==> config.mk <==
export PLATFORM = sky130hd
export DESIGN_NAME = ahb_bus_arbiter
export DESIGN_NICKNAME = d
export VERILOG_FILES = /design/src/rtl/ahb_bus_arbiter.sv
export SDC_FILE = /design/constraint.sdc
export NUM_CORES = 1
export LEC_CHECK = 0
export ABC_AREA = 1
export BUFFER_PORTS_ARGS = -buffer_cell sky130_fd_sc_hd__buf_2
export CORE_AREA = 2 2 92 94
export DETAILED_ROUTE_END_ITERATION = 10
export DIE_AREA = 0 0 94 96
export PLACE_DENSITY = 0.63
export SLEW_MARGIN = 25
export SYNTH_ARGS = -nofsm -noshare
export SYNTH_HDL_FRONTEND = slang
export SYNTH_SLANG_ARGS = --single-unit
==> constraint.sdc <==
create_clock -name HCLK -period 1.7 [get_ports HCLK]
set_clock_uncertainty 0.15 [all_clocks]
set_input_delay 0.085 -clock HCLK [delete_from_list [all_inputs] [get_ports HCLK]]
set_output_delay 0.085 -clock HCLK [all_outputs]
set_load 0.005 [all_outputs]
==> src/rtl/ahb_bus_arbiter.sv <==
// ============================================================================
// ahb_bus_arbiter : two-master AHB-Lite arbiter with burst lock, pipelined
//                   data-phase ownership and a saturating switch counter.
//                   Optional macro ARB_ROUND_ROBIN_EN selects round-robin ties.
// Revision: 1.0
// ============================================================================
`default_nettype none

module ahb_bus_arbiter #(
   parameter int PARK_MASTER = 0,
   parameter int HIGH_PRI    = 1,
   parameter int CNT_W       = 16
) (
   input  logic             HCLK,
   input  logic             HRESET,
   input  logic             m0_HBUSREQ,
   input  logic             m1_HBUSREQ,
   input  logic [31:0]      m0_HADDR,
   input  logic [31:0]      m1_HADDR,
   input  logic [1:0]       m0_HTRANS,
   input  logic [1:0]       m1_HTRANS,
   input  logic             m0_HWRITE,
   input  logic             m1_HWRITE,
   input  logic [2:0]       m0_HSIZE,
   input  logic [2:0]       m1_HSIZE,
   input  logic [31:0]      m0_HWDATA,
   input  logic [31:0]      m1_HWDATA,
   input  logic             HREADY,
   output logic             m0_HGRANT,
   output logic             m1_HGRANT,
   output logic [31:0]      HADDR,
   output logic [1:0]       HTRANS,
   output logic             HWRITE,
   output logic [2:0]       HSIZE,
   output logic [31:0]      HWDATA,
   output logic             addr_owner,
   output logic             data_owner,
   output logic [CNT_W-1:0] switch_count
);

   typedef enum logic [0:0] {
      OWN0 = 1'b0,
      OWN1 = 1'b1
   } state_t;

   localparam logic             c_PARK   = PARK_MASTER[0];
   localparam logic             c_HIPRI  = HIGH_PRI[0];
   localparam logic [1:0]       c_IDLE   = 2'b00;
   localparam logic [1:0]       c_NONSEQ = 2'b10;
   localparam logic [CNT_W-1:0] c_ONE    = {{(CNT_W-1){1'b0}}, 1'b1};
   localparam logic [CNT_W-1:0] c_MAX    = {CNT_W{1'b1}};

   state_t           r_state;
   state_t           w_nextState;
   logic             r_dataOwner;
   logic             r_dataActive;
   logic             r_grant0;
   logic             r_grant1;
   logic [CNT_W-1:0] r_count;
   logic [1:0]       w_ownTrans;
   logic             w_rearb;
   logic             w_winner;
`ifdef ARB_ROUND_ROBIN_EN
   logic             r_lastGrant;
`endif

   assign w_ownTrans = (r_state == OWN1) ? m1_HTRANS : m0_HTRANS;
   // SEQ and BUSY keep the current owner locked to its burst
   assign w_rearb    = HREADY && ((w_ownTrans == c_IDLE) || (w_ownTrans == c_NONSEQ));

   always_comb begin
      w_winner    = c_PARK;
      w_nextState = r_state;
      case ({m1_HBUSREQ, m0_HBUSREQ})
`ifdef ARB_ROUND_ROBIN_EN
         2'b11:   w_winner = ~r_lastGrant;
`else
         2'b11:   w_winner = c_HIPRI;
`endif
         2'b10:   w_winner = 1'b1;
         2'b01:   w_winner = 1'b0;
         default: w_winner = c_PARK;
      endcase
      if (w_rearb) begin
         w_nextState = state_t'(w_winner);
      end
   end

   always_ff @(posedge HCLK) begin
      if (HRESET) begin
         r_state <= state_t'(c_PARK);
      end else begin
         r_state <= w_nextState;
      end
   end

   always_ff @(posedge HCLK) begin
      if (HRESET) begin
         r_dataOwner  <= c_PARK;
         r_dataActive <= 1'b0;
         r_grant0     <= ~c_PARK;
         r_grant1     <= c_PARK;
         r_count      <= '0;
`ifdef ARB_ROUND_ROBIN_EN
         r_lastGrant  <= c_PARK;
`endif
      end else begin
         r_grant0 <= (w_nextState == OWN0);
         r_grant1 <= (w_nextState == OWN1);
         if (HREADY) begin
            r_dataOwner  <= r_state;
            r_dataActive <= w_ownTrans[1];
         end
         if (w_nextState != r_state) begin
            if (r_count != c_MAX) begin
               r_count <= r_count + c_ONE;
            end
`ifdef ARB_ROUND_ROBIN_EN
            r_lastGrant <= w_nextState;
`endif
         end
      end
   end

   assign m0_HGRANT    = r_grant0;
   assign m1_HGRANT    = r_grant1;
   assign addr_owner   = r_state;
   assign data_owner   = r_dataOwner;
   assign switch_count = r_count;

   assign HADDR  = (r_state == OWN1) ? m1_HADDR  : m0_HADDR;
   assign HWRITE = (r_state == OWN1) ? m1_HWRITE : m0_HWRITE;
   assign HSIZE  = (r_state == OWN1) ? m1_HSIZE  : m0_HSIZE;
   assign HTRANS = HRESET ? c_IDLE : w_ownTrans;
   assign HWDATA = r_dataOwner ? m1_HWDATA : m0_HWDATA;

endmodule

`default_nettype wire
## Word level (Yosys, flattened, before mapping)

Index checks and enable logic that the tools add are counted.

| cells by class | value |
|---|---|
| add/sub/neg operators | 1 |
| equality and inequality tests | 5 |
| mux-type cells | 8 |
| bitwise gates (word level) | 1 |
| reduce and logical (&&, ||, !) cells | 5 |

Operator list:

| kind | count |
|---|---|
| $mux 32 | 2 |
| $add 16x1->16 const B | 1 |
| $ne 16x16->1 const B | 1 |
| $eq 2x2->1 const B | 3 |
| $mux 2 | 2 |
| $mux 1 | 3 |
| $mux 3 | 1 |
| $logic_not 2->1 | 1 |
| $reduce_and 2->1 | 1 |
| $reduce_or 2->1 | 1 |
| $logic_and 1x1->1 | 1 |
| $logic_or 1x1->1 | 1 |
| $ne 1x1->1 | 1 |
| $not 1->1 | 1 |

| storage, ports and cells | value |
|---|---|
| register bits | 19 |
| bits of input ports | 145 |
| output and inout port bits | 90 |
| logic and storage cells | 24 |

## Logic depth before layout (Yosys ltp)

Gate-level depths: netlist (run 1).

| logic depth | value |
|---|---|
| depth in word-level cells | 7 |
| depth in mapped cells | 9 |
| depth with buffers taken out | 9 |

## Worst setup path before layout (run 1)

No wires, ideal clock.

| timing | value |
|---|---|
| path type | reg2reg |
| start | register r_count[0], in the netlist switch_count[0] |
| end | register r_count[2], in the netlist switch_count[2] |
| library setup time | 0.116 ns |
| data arrival time | 1.350 ns |
| data required time | 1.434 ns |
| slack | 0.085 ns |
| cell stages (with the launch flop) | 10 |
| buffers on the path | 1 |
| period minus slack after synthesis | 1.615 ns |
| path through | dfxtp_1 ha_1 nand2_1 nor2_2 nand3_2 nor2_4 a21oi_2 buf_6 nor2_1 nor2_1 |

| between the ends | value |
|---|---|
| cells in the longest elaborated chain, start to end | 2 |
| elaborated cells between the ends (all ways) | 3 |
| classes of those cells | add/sub (1); eq/ne (1); reduce/logical (1) |

Ends and longest elaborated chain:

| item | RTL line | RTL |
|---|---|---|
| from (decl) | 59 | `logic [CNT_W-1:0] r_count;` |
| from (signal assigned) | 116 | `r_count <= r_count + c_ONE;` |
| branches (longest 2 deep; another with $add 16x1->16) | -- |  |

Parallel ways; which one is timed is not known.
A chain may end at the register's enable or synchronous reset.

## Final worst setup path (run 1)

| timing | value |
|---|---|
| start | input HRESET |
| end | output HTRANS[1] |

| between the ends | value |
|---|---|
| cells in the longest elaborated chain, start to end | 1 |

Ends and longest elaborated chain:

| item | RTL line | RTL |
|---|---|---|
| from (decl) | 15 | `input logic HRESET,` |
| $mux 2 | 134 | `assign HTRANS = HRESET ? c_IDLE : w_ownTrans;` |
| to (decl) | 32 | `output logic [1:0] HTRANS,` |

Every way passes these cells.

==> summary.md, run 1 <==
| Metric | Value |
|---|---|
| Status | complete, no violations |
| GR Overflow Total | 0 |
| Post-synth top area share | between 30% and 40% |
| PortBufs | ~230 |
| Crit path buffers/inverters | 4 |
| Clk sink count | 19 |
| Clock slew at reported path FFs | around 0.07 ns |
| Most used DFF post-synth | dfxtp_1 |
| PD cells | ~430 nW/um^2 |
| Layout cells sized above 1 | approximately 54% |
| Post-Syn Instances | 324 |
| Initial Util | 23.8% |
| H-tree depth | 1 |
| Die Ht | 96 um |
| Worst path max stage delay | approximately 0.55 ns |
| Worst min path class | input port to flip-flop |
| Die Width | around 94 um |
| Crit path max-delay cell type | dlygate4sd3_1 |
| Total number of yosys warnings | 0 |
| Detailed Route WL | between 8000 and 9000 um |
| EDFF count, synth | 0 |
| Worst setup path class | input port to primary output |
| Max Fclk | about 610 MHz |
| Finished Cell Area | between 3000 and 4000 sq um |
| Dpl cell area | ~3300 sq um |
| Initial DRC Count | 92 |
| Register area share after synthesis | roughly a fifth |
| Number of cell rows | 33 |
| Dpl cells | approximately 670 |
| Vias after detailed routing | 2989 |
| Final Max Slew Viols | 0 |
| First-pass iteration count of the detailed router | 4 |
| Vias per cell | ~4.4 |
| Final worst-path cycle share | 97.2% |
| Hold Violations, Final | 0 |
| WL per Instance | roughly 13 um |
| GRT Total Usage | approximately 17% |
| DRC Markers | 0 |
| Most used cell, CP | buf_2 |
| CP max FO | 11 |
| Synth Net Count | 470 |
| Hold WS | between 0.06 and 0.07 ns |
| Most frequent cells after synthesis | nand2_1, nor2_1, mux2_2 |
| First-pass GRT wire length | approximately 12000 um |
| Nets | just over 700 |
| Die area | about 9000 sq um |
| Root Buffer | clkbuf_8 |
| Max VDD drop | between 200 and 250 uV |
| Synth area leader | nand2_1 |
| MaxCap Viol Count | 0 |
| Via count of the first global-routing pass | between 2000 and 3000 |
| CTS Buf Count | 3 |
| Crit. End Element | primary output |
| GPL Wtd Cong | roughly 0.85 |
| Worst-margin pin slew | between 0.3 and 0.4 ns |
| Initial antenna violation count | 3 |
| Io pins | between 200 and 250 |
| Post-route ant nets | 0 |
| Startpoint types | input port |
| Netlist cell types | 23 |
| LEAKAGE | about 2 nW |
| Final setup violation count | 0 |
| Slew Limit Headroom | between 70 and 80% |
| Total power | about 1.5 mW |
| Synthesis-stage register bit count | 19 |
| P&R area growth vs syn | 80.2% |
| RSZ-0062 raised after global routing | yes |
| Ys async rst share | 0% |
| Synth Cell Area | 1920 sq um |
| Min Tclk post-route | 1.65 ns |
| CTS tree | done |
| Syn_area_per_cell | roughly 6 sq um |
| Pin count of the biggest net entering global routing | 38 |
| DP Wirelength | around 7500 um |
| Worst-path cell chain | dlygate4sd3_1 -> buf_2 -> inv_1 -> o21ai_0 -> nor2_1 -> buf_2 |
| Final non-filler cell total | between 600 and 700 |
| Later-pin clock latency in the skew report | 0.26 ns |
| Count leader, synth | nand2_1 |
| CP required | between 1 and 1.5 ns |
| Maximum root-to-sink buffer count | 2 |
| CP Data Arrival Time | about 1.4 ns |
| Ranking of synthesized cells by area | nand2_1, dfxtp_1, mux2_2, nor2_1, a21oi_1 |
| Critical path's top delay family | buffers and inverters |
| Core Area | just over 8000 sq um |
-- layout by cell type, fill, tap and decap left out, drive strengths merged --
| cell | instances |
|---|---|
| nor3 | 1 |
| nand3 | 12 |
| nor2 | 36 |
| mux2 | 32 |
| a21oi | 13 |
| and2 | 1 |
| dlygate4sd3 | 3 |
| nand4 | 6 |
| diode | 1 |
| buf | 256 |
| nand2 | 158 |
| xor2 | 5 |
| ha | 1 |
| dfxtp | 19 |
| o21ai | 7 |
| inv | 13 |
| nand3b | 2 |
| clkbuf | 4 |
-- power breakdown --
group / switching (mW) / leakage (nW) / internal, mW / total, mW
Clock: 0.159 / 0.0228 / 0.167 / 0.327
Sequential: 0.0155 / 0.155 / 0.460 / 0.476
Combinational: 0.316 / 1.82 / 0.373 / 0.689
-- worst paths after layout --
kind	start	to	slack [ns]	cells after the start
worst max-delay path	HRESET	HTRANS[1]	0.05	6
worst min-delay path	m1_HBUSREQ	m1_HGRANT	0.06	3
worst max register to register	switch_count[1]	switch_count[4]	0.10	9
worst min register to register	m1_HGRANT	data_owner	0.39	2
-- logic make-up after synthesis --
logic type / count (synthesis) / synth area share, %
AND/OR/NAND/NOR: 216 / 45.9
multiplexers: 32 / 18.8
XOR/XNOR: 5 / 2.28
adder cells (fa/ha/maj): 1 / 0.652
AO/OA/AOI/OAI: 20 / 5.41
buffers and inverters: 31 / 7.11
flip-flops: 19 / 19.8
-- tightest hold or removal path: stages --
cell and delay (ns):
buf_2 0.11, o21ai_0 0.16, nor2_1 0.06
-- layer usage --
layer  wire length, um  up-vias  track usage (%)  part of all wire, %
met3               637       18             5.01                  7.2
met2              4220      127             28.8                   48
met5                28        -                0                 0.32
met4               153        4             3.74                  1.7
li1                  -     1517                -                    -
met1              3800     1323             22.6                   43
-- cell type report --
class	count	area [sq um]
fill	900	4590
multi-input combinational	274	1450
timing repair buffer	259	1390
sequential	19	384
tap	105	131
inverter	13	48.8
clock buffer	4	45.0
antenna	1	2.50
-- sequential cells by signal, indices dropped and copies added, names as in the netlist --
register      cells
data_owner        1
m0_HGRANT         1
m1_HGRANT         1
switch_count     16
-- through the flow --
step	utilization, %	TNS (ns)	setup WS (ns)
2_1_floorplan	-	0	0.0846
3_3_place_gp	41.0	0	0.0349
3_5_place_dp	41.0	0	0.0202
4_1_cts	41.9	0	0.00762
5_1_grt	42.9	-0.129	-0.0335
6_report	42.9	0	0.0472
-- repair_timing --
action                                  4_1_cts  5_1_grt
endpoints found under the setup margin        0       18
gates resized for setup                       0       18
buffers inserted                              0        2
hold endpoints to repair                      8        0
hold buffers                                  3        0
No activity file was read; power rests on OpenSTA's default activity.
==> inputs of run 2 (changes only) <==
Settings changed: BUFFER_PORTS_ARGS -buffer_cell sky130_fd_sc_hd__buf_2 to not set, CORE_AREA 2 2 92 94 to 2 2 91 93, DIE_AREA 0 0 94 96 to 0 0 93 95, DONT_BUFFER_PORTS set to 1, PLACE_DENSITY 0.63 to 0.39.
==> run 2 against run 1 <==
Total power decreased by 19%; die area decreased by 2.1%; routed wire length decreased by 11%; flip-flop and latch count unchanged; worst setup slack improved by 0.047 ns; via count decreased by 28%; sequential power about the same; critical path type is now flip-flop to flip-flop.
==> summary.md, run 2 (synthesis gave the netlist of run 1 again) <==
| Metric | Value |
|---|---|
| Status | complete, no violations |
| Max VDD drop | about 130 uV |
| DRC Markers | 0 |
| Layout cells sized above 1 | ~25% |
| Final Max Slew Viols | 0 |
| LEAKAGE | 1.14 nW |
| FF-to-FF path depth | 9 |
| Crit path max-delay cell type | dfxtp_2 |
| Core Area | about 7900 sq um |
| PortBufs | 0 |
| First-pass GRT wire length | between 10000 and 15000 um |
| Die area | around 8800 sq um |
| CP max FO | 4 |
| Slew Limit Headroom | between 60% and 70% |
| Initial antenna violation count | 3 |
| CP Data Arrival Time | approximately 1.6 ns |
| DP Wirelength | about 6700 um |
| Io pins | between 200 and 250 |
| WHS Path Cells | 1 |
| Dpl ws | about 0.046 ns |
| Clk sink count | 19 |
| Post-route setup slack | ~0.095 ns |
| Final setup violation count | 0 |
| Worst-path cell chain | ha_4 -> nand2_4 -> nor2_4 -> nand3_2 -> nor2_4 -> buf_12 -> nor2_1 -> a21oi_1 -> nor2_1 |
| Later-pin clock latency in the skew report | roughly 0.26 ns |
| Detailed Route WL | approximately 7900 um |
| Min Tclk post-route | around 1.6 ns |
| P&R area growth vs syn | 26.1% |
| Commonest non-fill, non-tap cell in the layout | nand2_1 |
| Root Buffer | clkbuf_8 |
| R2R setup slack | about 0.095 ns |
| Nets | approximately 500 |
| WHS Endpoint | HTRANS[0] |
| Clock slew at reported path FFs | 0.07 ns |
| PD cells | around 500 nW/um^2 |
| Post-route ant nets | 0 |
| GRT Total Usage | between 15 and 20% |
| H-tree depth | 1 |
| Worst setup path class | flip-flop to flip-flop |
| Worst min path class | input port to primary output |
| GR Overflow Total | 0 |
| Via count of the first global-routing pass | between 1500 and 2000 |
| Max Fclk | 623 MHz |
| Die Ht | ~95 um |
| Final worst-path cycle share | 94.4% |
| Initial Util | 24.2% |
| WL per Instance | ~17 um |
| First-pass iteration count of the detailed router | 4 |
| R2R Path End | switch_count[4] |
| Critical path's top delay family | simple AND/OR/NAND/NOR gates |
| Largest register FFs | 16 |
| Maximum root-to-sink buffer count | 2 |
| Crit. End Element | flip-flop |
| CTS Buf Count | 3 |
| Die Width | ~93 um |
| Worst-margin pin slew | about 0.46 ns |
| MaxCap Viol Count | 0 |
| GPL Wtd Cong | 0.835 |
| FF-to-FF Start | switch_count[1] |
| Number of cell rows | 33 |
| Hold Path Origin | HRESET |
| Worst path max stage delay | roughly 0.35 ns |
| Vias after detailed routing | roughly 2200 |
| Worst setup path start | switch_count[1] |
| Initial DRC Count | 73 |
| Hold Violations, Final | 0 |
| Crit path buffers/inverters | 1 |
| CTS tree | done |
| RSZ-0062 raised after global routing | no |
| CP required | 1.70 ns |
| Pin count of the biggest net entering global routing | 40 |
| Startpoint types | flip-flop |
| Vias per cell | between 4 and 5 |
| Most frequent cells in the layout | nand2_1, buf_4, mux2_2 |
| Final TNS setup | 0 ns |
-- run 2: power breakdown --
| part | internal [mW] | switching, mW | total, mW |
|---|---|---|---|
| Combinational | 0.170 | 0.235 | 0.405 |
| Sequential | 0.460 | 0.0127 | 0.473 |
| Clock | 0.167 | 0.161 | 0.328 |
| Total | 0.797 | 0.409 | 1.21 |
-- run 2: how the worst max path moves through the flow --
stage | depth (start not counted) | end | slack, ns
2_1_floorplan | 9 | switch_count[2] | 0.08
3_3_place_gp | 9 | switch_count[4] | 0.07
3_5_place_dp | 9 | switch_count[4] | 0.05
4_1_cts | 9 | switch_count[13] | 0.04
5_1_grt | 9 | switch_count[8] | 0.008
6_report | 9 | switch_count[4] | 0.09
-- run 2: metrics by stage --
step	hold WS, ns	util [%]	area [sq um]	instances	power [mW]
detailed placement	0.0110	28.7	2270	449	0.873
floorplan	0.0287	-	1920	324	0.780
finish	0.0724	30.5	2420	462	1.21
global route	0.0817	30.4	2410	459	1.29
CTS	0.0731	29.7	2350	456	1.22
global placement	0.0115	28.7	2270	449	0.872
-- run 2: timing repair --
action,CTS,global route
endpoints found under the setup margin,1,17
gates cloned,0,0
hold buffers,3,0
hold endpoints to repair,10,0
pin swaps,0,6
buffers inserted,0,1
resized for setup,1,13
-- run 2: layer usage --
| layer | track usage, % | up-vias | wire length (um) |
|---|---|---|---|
| li1 | - | 1087 | - |
| met1 | 19.1 | 943 | 3010 |
| met2 | 28.3 | 123 | 4160 |
| met3 | 3.03 | 6 | 594 |
| met4 | 5.51 | 0 | 131 |
| met5 | 0 | - | 0 |
-- run 2: final cells by class --
cell class / count / area, sq um
Tap cell: 105 / 131
Inverter: 13 / 48.8
Clock buffer: 4 / 45.0
Antenna cell: 5 / 12.5
Sequential cell: 19 / 384
Fill cell: 887 / 5510
Timing Repair Buffer: 42 / 355
Multi-Input combinational cell: 274 / 1440
